--- src/rtl/mem_client_pkg.sv ---
`default_nettype none
`timescale 1ns/1ps
// ============================================================================
// Module   : mem_client_pkg
// Purpose  : Shared definitions for memory-arbiter client blocks.
//            - Default address/data widths that match the arbiter.
//            - FSM state encoding for the read requester.
// Ports    : none (package)
// Revision : 1.0 - initial release
// ============================================================================
package mem_client_pkg;

  localparam int DEFAULT_ADDRESS_WIDTH = 25;
  localparam int DEFAULT_DATA_WIDTH    = 16;

  typedef enum logic [1:0] {
    ST_IDLE  = 2'd0,
    ST_ISSUE = 2'd1,
    ST_WAIT  = 2'd2
  } req_state_e;

endpackage : mem_client_pkg
`default_nettype wire

--- src/rtl/sync_fifo.sv ---
`default_nettype none
`timescale 1ns/1ps
// ============================================================================
// Module   : sync_fifo
// Purpose  : Single-clock show-ahead FIFO. The head word is presented on
//            rdata_o whenever empty_o is low; pop_i retires it.
// Ports    : clk, reset   - clock, synchronous active-high reset
//            push_i/wdata_i - write strobe and data (ignored when full)
//            pop_i        - retire head word (ignored when empty)
//            rdata_o      - head word
//            empty_o      - no words stored
//            count_o      - number of words stored
// Revision : 1.0 - initial release
// ============================================================================
module sync_fifo #(
  parameter int WIDTH     = 16,
  parameter int DEPTH     = 8,
  parameter int CNT_WIDTH = $clog2(DEPTH) + 1
) (
  input  logic                 clk,
  input  logic                 reset,
  input  logic                 push_i,
  input  logic [WIDTH-1:0]     wdata_i,
  input  logic                 pop_i,
  output logic [WIDTH-1:0]     rdata_o,
  output logic                 empty_o,
  output logic [CNT_WIDTH-1:0] count_o
);

  localparam int PTR_WIDTH = $clog2(DEPTH);

  logic [WIDTH-1:0]     mem_q [DEPTH];
  logic [PTR_WIDTH-1:0] wr_ptr_q;
  logic [PTR_WIDTH-1:0] rd_ptr_q;
  logic [CNT_WIDTH-1:0] count_q;
  logic                 w_do_push;
  logic                 w_do_pop;

  assign w_do_push = push_i && (count_q != CNT_WIDTH'(DEPTH));
  assign w_do_pop  = pop_i && (count_q != '0);

  // Storage carries no reset; only pointers and count define validity.
  always_ff @(posedge clk) begin
    if (w_do_push) begin
      mem_q[wr_ptr_q] <= wdata_i;
    end
  end

  // DEPTH is a power of two, so pointers wrap by natural overflow.
  always_ff @(posedge clk) begin
    if (reset) begin
      wr_ptr_q <= '0;
      rd_ptr_q <= '0;
      count_q  <= '0;
    end else begin
      if (w_do_push) begin
        wr_ptr_q <= wr_ptr_q + PTR_WIDTH'(1);
      end
      if (w_do_pop) begin
        rd_ptr_q <= rd_ptr_q + PTR_WIDTH'(1);
      end
      case ({w_do_push, w_do_pop})
        2'b10:   count_q <= count_q + CNT_WIDTH'(1);
        2'b01:   count_q <= count_q - CNT_WIDTH'(1);
        default: count_q <= count_q;
      endcase
    end
  end

  assign rdata_o = mem_q[rd_ptr_q];
  assign empty_o = (count_q == '0);
  assign count_o = count_q;

endmodule : sync_fifo
`default_nettype wire

--- src/rtl/memory_read_requester.sv ---
`default_nettype none
`timescale 1ns/1ps
// ============================================================================
// Module   : memory_read_requester
// Purpose  : Arbiter-port client that issues a burst of sequential word reads
//            and streams the returned words out in order. Request issue is
//            credit-limited so outstanding + buffered never exceeds the
//            return buffer depth, hence no returned word can be dropped.
// Ports    : clk, reset                 - clock, synchronous active-high reset
//            start, base_address, burst_len - burst launch (sampled when idle)
//            busy, done, resp_err       - status
//            req_address/wr/data/valid, req_full - arbiter request side
//            rd_data, rd_data_ready     - arbiter response side
//            out_data, out_valid, out_ready - downstream valid/ready stream
// Revision : 1.0 - initial release
// ============================================================================
module memory_read_requester
  import mem_client_pkg::*;
#(
  parameter int ADDRESS_WIDTH = DEFAULT_ADDRESS_WIDTH,
  parameter int DATA_WIDTH    = DEFAULT_DATA_WIDTH,
  parameter int LEN_WIDTH     = 16,
  parameter int BUF_DEPTH     = 8
) (
  input  logic                     clk,
  input  logic                     reset,
  input  logic                     start,
  input  logic [ADDRESS_WIDTH-1:0] base_address,
  input  logic [LEN_WIDTH-1:0]     burst_len,
  output logic                     busy,
  output logic                     done,
  output logic                     resp_err,
  output logic [ADDRESS_WIDTH-1:0] req_address,
  output logic                     req_wr,
  output logic [DATA_WIDTH-1:0]    req_data,
  output logic                     req_valid,
  input  logic                     req_full,
  input  logic [DATA_WIDTH-1:0]    rd_data,
  input  logic                     rd_data_ready,
  output logic [DATA_WIDTH-1:0]    out_data,
  output logic                     out_valid,
  input  logic                     out_ready
);

  localparam int                 CNT_WIDTH = $clog2(BUF_DEPTH) + 1;
  localparam logic [CNT_WIDTH:0] CREDIT_LIMIT = (CNT_WIDTH + 1)'(BUF_DEPTH);
  localparam logic [CNT_WIDTH:0] CREDIT_ONE   = (CNT_WIDTH + 1)'(1);

  req_state_e               state_q, state_d;
  logic [LEN_WIDTH-1:0]     remaining_q, remaining_d;
  logic [CNT_WIDTH-1:0]     outstanding_q, outstanding_d;
  logic [ADDRESS_WIDTH-1:0] addr_q, addr_d;
  logic                     req_valid_q, req_valid_d;
  logic                     done_q, done_d;
  logic                     resp_err_q, resp_err_d;

  logic                     w_accept;
  logic                     w_resp_ok;
  logic                     w_resp_bad;
  logic                     w_start_ok;
  logic [CNT_WIDTH:0]       w_used;
  logic                     w_credit_now;
  logic                     w_credit_next;
  logic [CNT_WIDTH-1:0]     w_buf_count;
  logic                     w_buf_empty;
  logic                     w_pop;

  assign w_accept   = req_valid_q && !req_full;
  // A response is only legitimate while something is outstanding.
  assign w_resp_ok  = rd_data_ready && (outstanding_q != '0);
  assign w_resp_bad = rd_data_ready && (outstanding_q == '0);
  assign w_start_ok = start && (state_q == ST_IDLE);
  assign w_pop      = out_ready && !w_buf_empty;

  // Credit is judged on registered counts, which is conservative: responses
  // only move words from outstanding to buffered and pops only free space.
  assign w_used        = {1'b0, outstanding_q} + {1'b0, w_buf_count};
  // Room for a fresh request with nothing being accepted this cycle.
  assign w_credit_now  = (w_used < CREDIT_LIMIT);
  // Room for another request on top of the one being accepted this cycle.
  assign w_credit_next = ((w_used + CREDIT_ONE) < CREDIT_LIMIT);

  sync_fifo #(
    .WIDTH     (DATA_WIDTH),
    .DEPTH     (BUF_DEPTH),
    .CNT_WIDTH (CNT_WIDTH)
  ) u_return_buf (
    .clk     (clk),
    .reset   (reset),
    .push_i  (w_resp_ok),
    .wdata_i (rd_data),
    .pop_i   (w_pop),
    .rdata_o (out_data),
    .empty_o (w_buf_empty),
    .count_o (w_buf_count)
  );

  // State and datapath registers.
  always_ff @(posedge clk) begin
    if (reset) begin
      state_q       <= ST_IDLE;
      remaining_q   <= '0;
      outstanding_q <= '0;
      addr_q        <= '0;
      req_valid_q   <= 1'b0;
      done_q        <= 1'b0;
      resp_err_q    <= 1'b0;
    end else begin
      state_q       <= state_d;
      remaining_q   <= remaining_d;
      outstanding_q <= outstanding_d;
      addr_q        <= addr_d;
      req_valid_q   <= req_valid_d;
      done_q        <= done_d;
      resp_err_q    <= resp_err_d;
    end
  end

  // Next-state logic.
  always_comb begin
    state_d       = state_q;
    remaining_d   = remaining_q;
    addr_d        = addr_q;
    req_valid_d   = req_valid_q;
    done_d        = 1'b0;
    resp_err_d    = resp_err_q;
    outstanding_d = outstanding_q;

    // Accept and legitimate response on the same edge cancel out.
    if (w_accept && !w_resp_ok) begin
      outstanding_d = outstanding_q + CNT_WIDTH'(1);
    end else if (!w_accept && w_resp_ok) begin
      outstanding_d = outstanding_q - CNT_WIDTH'(1);
    end

    // A stray response on the start edge still flags an error.
    if (w_start_ok) begin
      resp_err_d = 1'b0;
    end
    if (w_resp_bad) begin
      resp_err_d = 1'b1;
    end

    case (state_q)
      ST_IDLE: begin
        if (start) begin
          if (burst_len == '0) begin
            done_d = 1'b1;
          end else begin
            state_d     = ST_ISSUE;
            remaining_d = burst_len;
            addr_d      = base_address;
            // Words from a previous burst may still be draining.
            req_valid_d = w_credit_now;
          end
        end
      end
      ST_ISSUE: begin
        if (w_accept) begin
          remaining_d = remaining_q - LEN_WIDTH'(1);
          addr_d      = addr_q + ADDRESS_WIDTH'(1);
          if (remaining_q == LEN_WIDTH'(1)) begin
            state_d     = ST_WAIT;
            req_valid_d = 1'b0;
          end else begin
            req_valid_d = w_credit_next;
          end
        end else if (!req_valid_q) begin
          req_valid_d = w_credit_now;
        end
      end
      ST_WAIT: begin
        if (outstanding_d == '0) begin
          state_d = ST_IDLE;
          done_d  = 1'b1;
        end
      end
      default: begin
        state_d     = ST_IDLE;
        req_valid_d = 1'b0;
      end
    endcase
  end

  // Output logic.
  always_comb begin
    busy        = (state_q != ST_IDLE);
    done        = done_q;
    resp_err    = resp_err_q;
    req_valid   = req_valid_q;
    req_address = addr_q;
    req_wr      = 1'b0;
    req_data    = '0;
    out_valid   = !w_buf_empty;
  end

endmodule : memory_read_requester
`default_nettype wire

--- config.mk ---
export PLATFORM = sky130hd
export DESIGN_NAME = memory_read_requester
export DESIGN_NICKNAME = d
export VERILOG_FILES = /design/src/rtl/mem_client_pkg.sv /design/src/rtl/sync_fifo.sv /design/src/rtl/memory_read_requester.sv
export SDC_FILE = /design/constraint.sdc
export NUM_CORES = 1
export LEC_CHECK = 0
export BUFFER_PORTS_ARGS = -buffer_cell sky130_fd_sc_hd__buf_4
export CAP_MARGIN = 15
export CELL_PAD_IN_SITES_DETAIL_PLACEMENT = 1
export CELL_PAD_IN_SITES_GLOBAL_PLACEMENT = 1
export CORE_MARGIN = 2
export CORE_UTILIZATION = 30
export DETAILED_ROUTE_END_ITERATION = 8
export GPL_TIMING_DRIVEN = 0
export PLACE_DENSITY_LB_ADDON = 0.1
export SLEW_MARGIN = 5
export SYNTH_ARGS = -nofsm -noshare
export SYNTH_HDL_FRONTEND = slang
export SYNTH_HIERARCHICAL = 1
export SYNTH_SLANG_ARGS = --single-unit
--- constraint.sdc ---
create_clock -name clk -period 3.71 [get_ports clk]
set_clock_uncertainty 0.15 [all_clocks]
set_input_delay 0.371 -clock clk [delete_from_list [all_inputs] [get_ports clk]]
set_output_delay 0.371 -clock clk [all_outputs]
set_load 0.05 [all_outputs]
Yosys cells after proc, flatten, opt, wreduce, memory -nomap -nowiden
Memory sizes are Yosys's and may differ from the RTL's. A register that Yosys moved wholly into a read port is not among the register bits.
Index checks and enable logic that the tools add are counted.
{ "totals": {"mem_bits_rw": 128, "word_cells": 95, "out_inout_bits": 63, "input_bits": 63, "mem_count": 1, "ff_bits": 60} }
{ "memory_table": {"columns": ["memory", "words", "width", "read_ports", "rd_clocked_by_memory_dff", "write_ports", "line", "rtl"], "rows": [
  ["u_return_buf.mem_q", 8, 16, 1, 1, 1, "sync_fifo.sv:32", "logic [WIDTH-1:0] mem_q [DEPTH];"]
]} }
{ "op_classes": {"addsub": 10, "n_mux": 33, "n_bitwise": 1, "n_reduce_logical": 27, "n_eq_ne": 11, "order_cmp": 2} }
{ "op_table": {"columns": ["operator", "n"], "rows": [
  ["two-way mux 25 bit", 3],
  ["one-hot mux 25 bit (2 select lines)", 1],
  ["two-way mux 16 bit", 3],
  ["one-hot mux 16 bit (2 select lines)", 1],
  ["adder 25 x 1 -> 25 bit (second input constant)", 1],
  ["== test 16 x 1 -> 1 bit (second input constant)", 1],
  ["logical NOT 16 bit", 1],
  ["subtractor 16 x 1 -> 16 bit (second input constant)", 1],
  ["logical NOT 4 bit", 3],
  ["two-way mux 1 bit", 12],
  ["< comparator 5 x 4 -> 1 bit (second input constant)", 2],
  ["two-way mux 2 bit", 5],
  ["!= test 2 bit (second input constant)", 5],
  ["logical AND 1 bit", 9],
  ["adder 4 x 1 -> 4 bit (second input constant)", 2],
  ["two-way mux 4 bit", 2],
  ["one-hot mux 4 bit (2 select lines)", 1],
  ["nonzero test 2 bit", 4],
  ["nonzero test 4 bit", 2],
  ["subtractor 4 x 1 -> 4 bit (second input constant)", 2],
  ["adder 3 x 1 -> 3 bit (second input constant)", 2],
  ["two-way mux 3 bit", 2],
  ["one-hot mux 2 bit (3 select lines)", 1],
  ["adder 4 x 4 -> 5 bit", 1],
  ["other kinds (12)", 17]
]} }

Longest topological paths before layout
{ "depth": {"word_depth": 9, "depth_mapped": 13} }

Modules after synthesis
Netlist, hierarchy kept.
{ "modules_own_cells": {"columns": ["module", "seq_area_each_um2", "cells_each", "area_each_um2", "n_inst"], "rows": [
  ["sync_fifo", 4103.9, 258, 5590.4, 1],
  ["memory_read_requester", 1001.0, 464, 3509.6, 1]
]} }

Worst setup path after synthesis
OpenSTA, ideal clock, no wires.
{ "synth_path": {"path_kind": "register -> register", "start": "reg outstanding_q[1]", "end": "mem u_return_buf.mem_q[0][0], enable pin", "synth_period_minus_slack_ns": 3.312, "stages_incl_launch_ff": 8, "slack_ns": 0.398, "required_time_ns": 3.130, "t_arrival_ns": 2.732, "path_cell_list": "dfxtp_1 -> inv_1 -> ha_1 -> nand2b_1 -> o21ai_1 -> inv_1 -> o21ai_4 -> nor4_1"} }
{ "synth_between": {"elab_chain_cells": 5} }
{ "synth_rtl": {"columns": ["element", "line", "rtl"], "rows": [
  ["from (decl)", "memory_read_requester.sv:51", "logic [CNT_WIDTH-1:0] outstanding_q, outstanding_d;"],
  ["from (signal assigned)", "memory_read_requester.sv:111", "outstanding_q <= outstanding_d;"],
  ["nonzero test 4 bit", "memory_read_requester.sv:70", "assign w_resp_ok = rd_data_ready && (outstanding_q != '0);"],
  ["logical AND 1 bit", "memory_read_requester.sv:70", null],
  ["net w_resp_ok", "memory_read_requester.sv:58", "logic w_resp_ok;"],
  ["logical AND 1 bit", "sync_fifo.sv:39", "assign w_do_push = push_i && (count_q != CNT_WIDTH'(DEPTH));"],
  ["two-way mux 1 bit", "sync_fifo.sv:44", "if (w_do_push) begin"],
  ["two-way mux 1 bit (not written as such)", "sync_fifo.sv:45", "mem_q[wr_ptr_q] <= wdata_i;"],
  ["to (decl)", "sync_fifo.sv:32", null]
]} }
The timed path passes the listed nets, and every way through them passes these cells.

Final worst setup path
{ "layout_path": {"start": "reg outstanding_q[1]", "end": "reg u_return_buf.count_q[2], in the netlist u_return_buf/count_o[2]"} }
{ "layout_between": {"elab_chain_cells": 5, "elab_cells_between_ends": 7, "classes_between": "2 x eq/ne; 1 x mux; 4 x reduce/logical"} }
{ "layout_rtl": {"columns": ["element", "line", "rtl"], "rows": [
  ["nonzero test 4 bit (*)", "memory_read_requester.sv:70", null],
  ["logical AND 1 bit (*)", "memory_read_requester.sv:70", null],
  ["net w_resp_ok", "memory_read_requester.sv:58", null],
  ["logical AND 1 bit (*)", "sync_fifo.sv:39", null],
  ["== test 2 x 1 -> 1 bit or == test 2 bit (tied branches)", "sync_fifo.sv:62", "case ({w_do_push, w_do_pop})"],
  ["one-hot mux 4 bit (2 select lines) or nonzero test 2 bit (tied branches)", null, null],
  ["to (signal assigned)", "sync_fifo.sv:63", "2'b10: count_q <= count_q + CNT_WIDTH'(1);"],
  ["to (signal assigned)", "sync_fifo.sv:64", "2'b01: count_q <= count_q - CNT_WIDTH'(1);"],
  ["to (signal assigned)", "sync_fifo.sv:65", "default: count_q <= count_q;"],
  ["to (decl)", "sync_fifo.sv:35", "logic [CNT_WIDTH-1:0] count_q;"]
]} }
The timed path passes the listed nets; every way through them passes the cells marked *.
A chain may end at the register's enable or synchronous reset.

==> key figures <==
Status
  – Outcome: finished clean

Pwr
  – Switching part of the total: 0.357
  – Clock power share: 0.309
  – Internal cell power: roughly 0.0041 W
  – Gate power share: 0.278
  – Seq pwr share: 0.413
  – Overall Power: roughly 0.0063 W
  – Pwr/cell area: roughly 560 nW/um^2
  – P_leak: approximately 4.1 nW
  – Worst VDD drop: 0.000383 V
  – P_sw: 0.00226 W

Critical path
  – CP Class: flip-flop to flip-flop
  – Worst R2R Path Depth: 13
  – WP data required: 3920 ps
  – Slowest Stage Delay on Critical Path: 390 ps
  – RR Startpoint: outstanding_q[1]
  – CP top delay family: adder cells
  – Critical path launch point type: flip-flop
  – Most used cell along the critical path: ha_1
  – Cell Chain, Critical Path: inv_1, ha_1, nand2b_1, o21ai_1, inv_1, o21ai_4, ha_1, xor2_1, ha_1, a21oi_1, xor2_1, or3_1, a21oi_1
  – CP startpoint: outstanding_q[1]
  – Crit-path slowest cell: dfxtp_1
  – Flop-to-flop setup slack: 510 ps
  – Reg-to-Reg End: u_return_buf/count_o[2]
  – CP Capture Type: flip-flop
  – WP buf/inv: 2
  – Worst EP arrival: 3400 ps
  – Critical path fanouts, max: 9
  – WP depth: 13
  – Crit path to: u_return_buf/count_o[2]

Synth
  – Ys async rst share: 0
  – Cell with the most instances after synthesis: edfxtp_1
  – Sequential area share after synthesis: 0.561
  – Synth Area in Adders: 0.0236
  – Number of synthesized flops with an enable pin: 128
  – Ys flop type: edfxtp_1
  – YS warnings: 6
  – Synth area leaders: edfxtp_1 (42%), dfxtp_1 (14%), mux4_1 (9.0%), a21oi_1 (3.1%), nand2_1 (2.4%)
  – Post-Synth Simple-Gate Area: 0.120
  – Synth Area in XOR/XNOR: 0.0154
  – Yosys top cell by area: edfxtp_1
  – Syn_area_per_cell: 12.6 sq um
  – Synth top cells by count: edfxtp_1 (128), dfxtp_1 (63), nand2_1 (58)
  – Top-area cell type share of the netlist area: 0.422
  – Post-synthesis mux area share: 0.119
  – Count of different cell masters after synthesis: 76
  – Post-synthesis cell area: 9100 sq um
  – Largest family of logic cells by synthesized area: simple AND/OR/NAND/NOR gates
  – Cells after Synth: 722
  – Post-synthesis compound-gate area fraction: 0.115
  – FF+latch count, synth: 191

Timing
  – Slew @ Worst Pin: roughly 960 ps
  – WHS: 20.3 ps
  – Final Worst Setup Slack: 514 ps
  – Final Slew Violations: 0
  – Fmax: 0.313 GHz
  – Slew HR: 0.357
  – Final hold violations: 0
  – Finish-stage setup viols: 0
  – Min Tclk post-route: 3200 ps
  – RSZ-0062 raised after global routing: no
  – Tcrit/Tclk final: 0.861

Route
  – WL final: 27200 um
  – Post-route DRC: 0
  – Pre-antenna DRT Iters: 4
  – Vias: 6567
  – Via density: ~5.1
  – Drt wl/cell: 21.2 um
  – Final ANT Viol Nets: 0
  – Initial drt markers: 324

Clocking
  – TritonCTS clock tree: built
  – CTS Root Cell: clkbuf_16
  – Setup bufs post-CTS: 0
  – Num CTS Buffers: 17
  – Clk sink count: 191
  – Longest Clk Path Bufs: 2
  – H-tree depth: 4
  – Worst-Skew Late Latency: 440 ps
  – Worst-path clk slew: about 80 ps
  – Post-CTS Resized: 0
  – # hold bufs at CTS: 0

Flow run
  – Number of max-cap violations: 0

Placed design
  – Setup WS pre-CTS: between 500 and 600 ps
  – Port Buffers: 108
  – Routability cong.: 0.807
  – Dpl hpwl: roughly 20000 um
  – Placed Cells: 1248

Global route
  – Initial antenna violation count: 1
  – Total Routing Usage GR: 0.176
  – Vias in the first global route: 6957
  – Global-route wire length before repair: approximately 41000 um
  – Largest net degree at the start of global routing: 25
  – Gr ovfl total: 0

Floorplanning
  – # IOs: around 130
  – Die Wd: about 180 um
  – Die ar.: 31700 sq um
  – Initial core utilization: 0.306
  – Die Y: between 150 and 200 um
  – Cell Rows: 63
  – Area of the core: 29700 sq um

Layout
  – Share of layout cells above drive strength 1: 0.261
  – Non-filler cells, final: approximately 1300
  – Nets: 955
  – Area delta synth->final: 24.0%

Worst hold path
  – Hold path cells: 1
  – Hold Crit Class: input port to flip-flop
[final cells by class]
cell class | instances | area, sq um
antenna | 1 | 2.50
buffer | 55 | 350
clock buffer | 17 | 425
clock inverter | 15 | 223
fill | 3166 | 18400
inverter | 17 | 63.8
multi-input combinational | 475 | 3670
sequential | 191 | 5100
tap | 390 | 488
timing repair buffer | 120 | 950
[cells in the final DEF, fill, tap and decap left out, types with 6 or more instances in the layout]
cell type	netlist	routed
nor3_2	2	6
edfxtp_1	128	128
a211oi_1	16	16
clkbuf_16	0	17
o21ai_0	26	26
and3_1	6	6
buf_6	9	12
xor2_1	7	7
o32ai_1	6	6
nand2_1	58	58
xnor2_1	9	9
nor2_1	49	46
nor3_1	16	12
nand2b_1	10	10
mux4_1	31	31
clkbuf_1	19	19
o22ai_1	8	8
nand3_1	14	14
inv_1	17	17
dfxtp_1	63	63
nand4_1	7	7
mux2_2	17	17
conb_1	1	17
nor4_1	13	12
buf_4	18	130
ha_1	14	14
a21oi_1	56	56
[per-stage QoR]
stage | setup TNS (ps) | cell area [sq um] | util
6_report | 0 | 11300 | 0.380
4_1_cts | 0 | 11300 | 0.380
3_5_place_dp | 0 | 10600 | 0.358
2_1_floorplan | 0 | 9160 | -
3_3_place_gp | -61510 | 10500 | 0.352
5_1_grt | 0 | 11300 | 0.380
[worst min path at each step]
stage                               from                   endpoint
after floorplan           remaining_q[6]             remaining_q[6]
final                        rd_data[14]  u_return_buf/mem_q[5][14]
after CTS                     rd_data[9]   u_return_buf/mem_q[7][9]
after detailed placement  remaining_q[9]             remaining_q[9]
after global placement    remaining_q[6]             remaining_q[6]
after global routing          rd_data[8]   u_return_buf/mem_q[4][8]
[registers in the layout, indices dropped and copies added, names as in the netlist, named ones only]
signal                 cells
state_q                    2
req_address               25
u_return_buf/rd_ptr_q      3
outstanding_q              4
u_return_buf/wr_ptr_q      3
req_valid                  1
done                       1
u_return_buf/count_o       4
remaining_q               16
resp_err                   1
u_return_buf/mem_q       128
[kinds of logic (layout without fill, tap and decap cells)]
kind of cell / Yosys count / after routing
XOR/XNOR: 16 / 16
flip-flops: 191 / 191
buffers and inverters: 72 / 224
AO/OA/AOI/OAI: 158 / 158
adder cells (fa/ha/maj): 17 / 17
multiplexers: 53 / 53
AND/OR/NAND/NOR: 214 / 214
other: 1 / 18
[per-layer routing]
| metal | share of wire | GRT usage | vias up |
|---|---|---|---|
| li1 | - | - | 3078 |
| met5 | 0 | 0 | - |
| met2 | 0.53 | 0.319 | 131 |
| met4 | 0.0085 | 0.0372 | 0 |
| met3 | 0.040 | 0.0352 | 18 |
| met1 | 0.42 | 0.216 | 3340 |
[power groups by stage]
| stage | Sequential [W] | Clock, W | Combinational [W] |
|---|---|---|---|
| floorplan | 0.00273 | 0 | 0.00109 |
| global placement | 0.00266 | 0 | 0.00167 |
| detailed placement | 0.00267 | 0 | 0.00178 |
| CTS | 0.00262 | 0.00201 | 0.00178 |
| global route | 0.00264 | 0.00210 | 0.00190 |
| finish | 0.00262 | 0.00196 | 0.00176 |
Power figures use the tool's default switching activity.
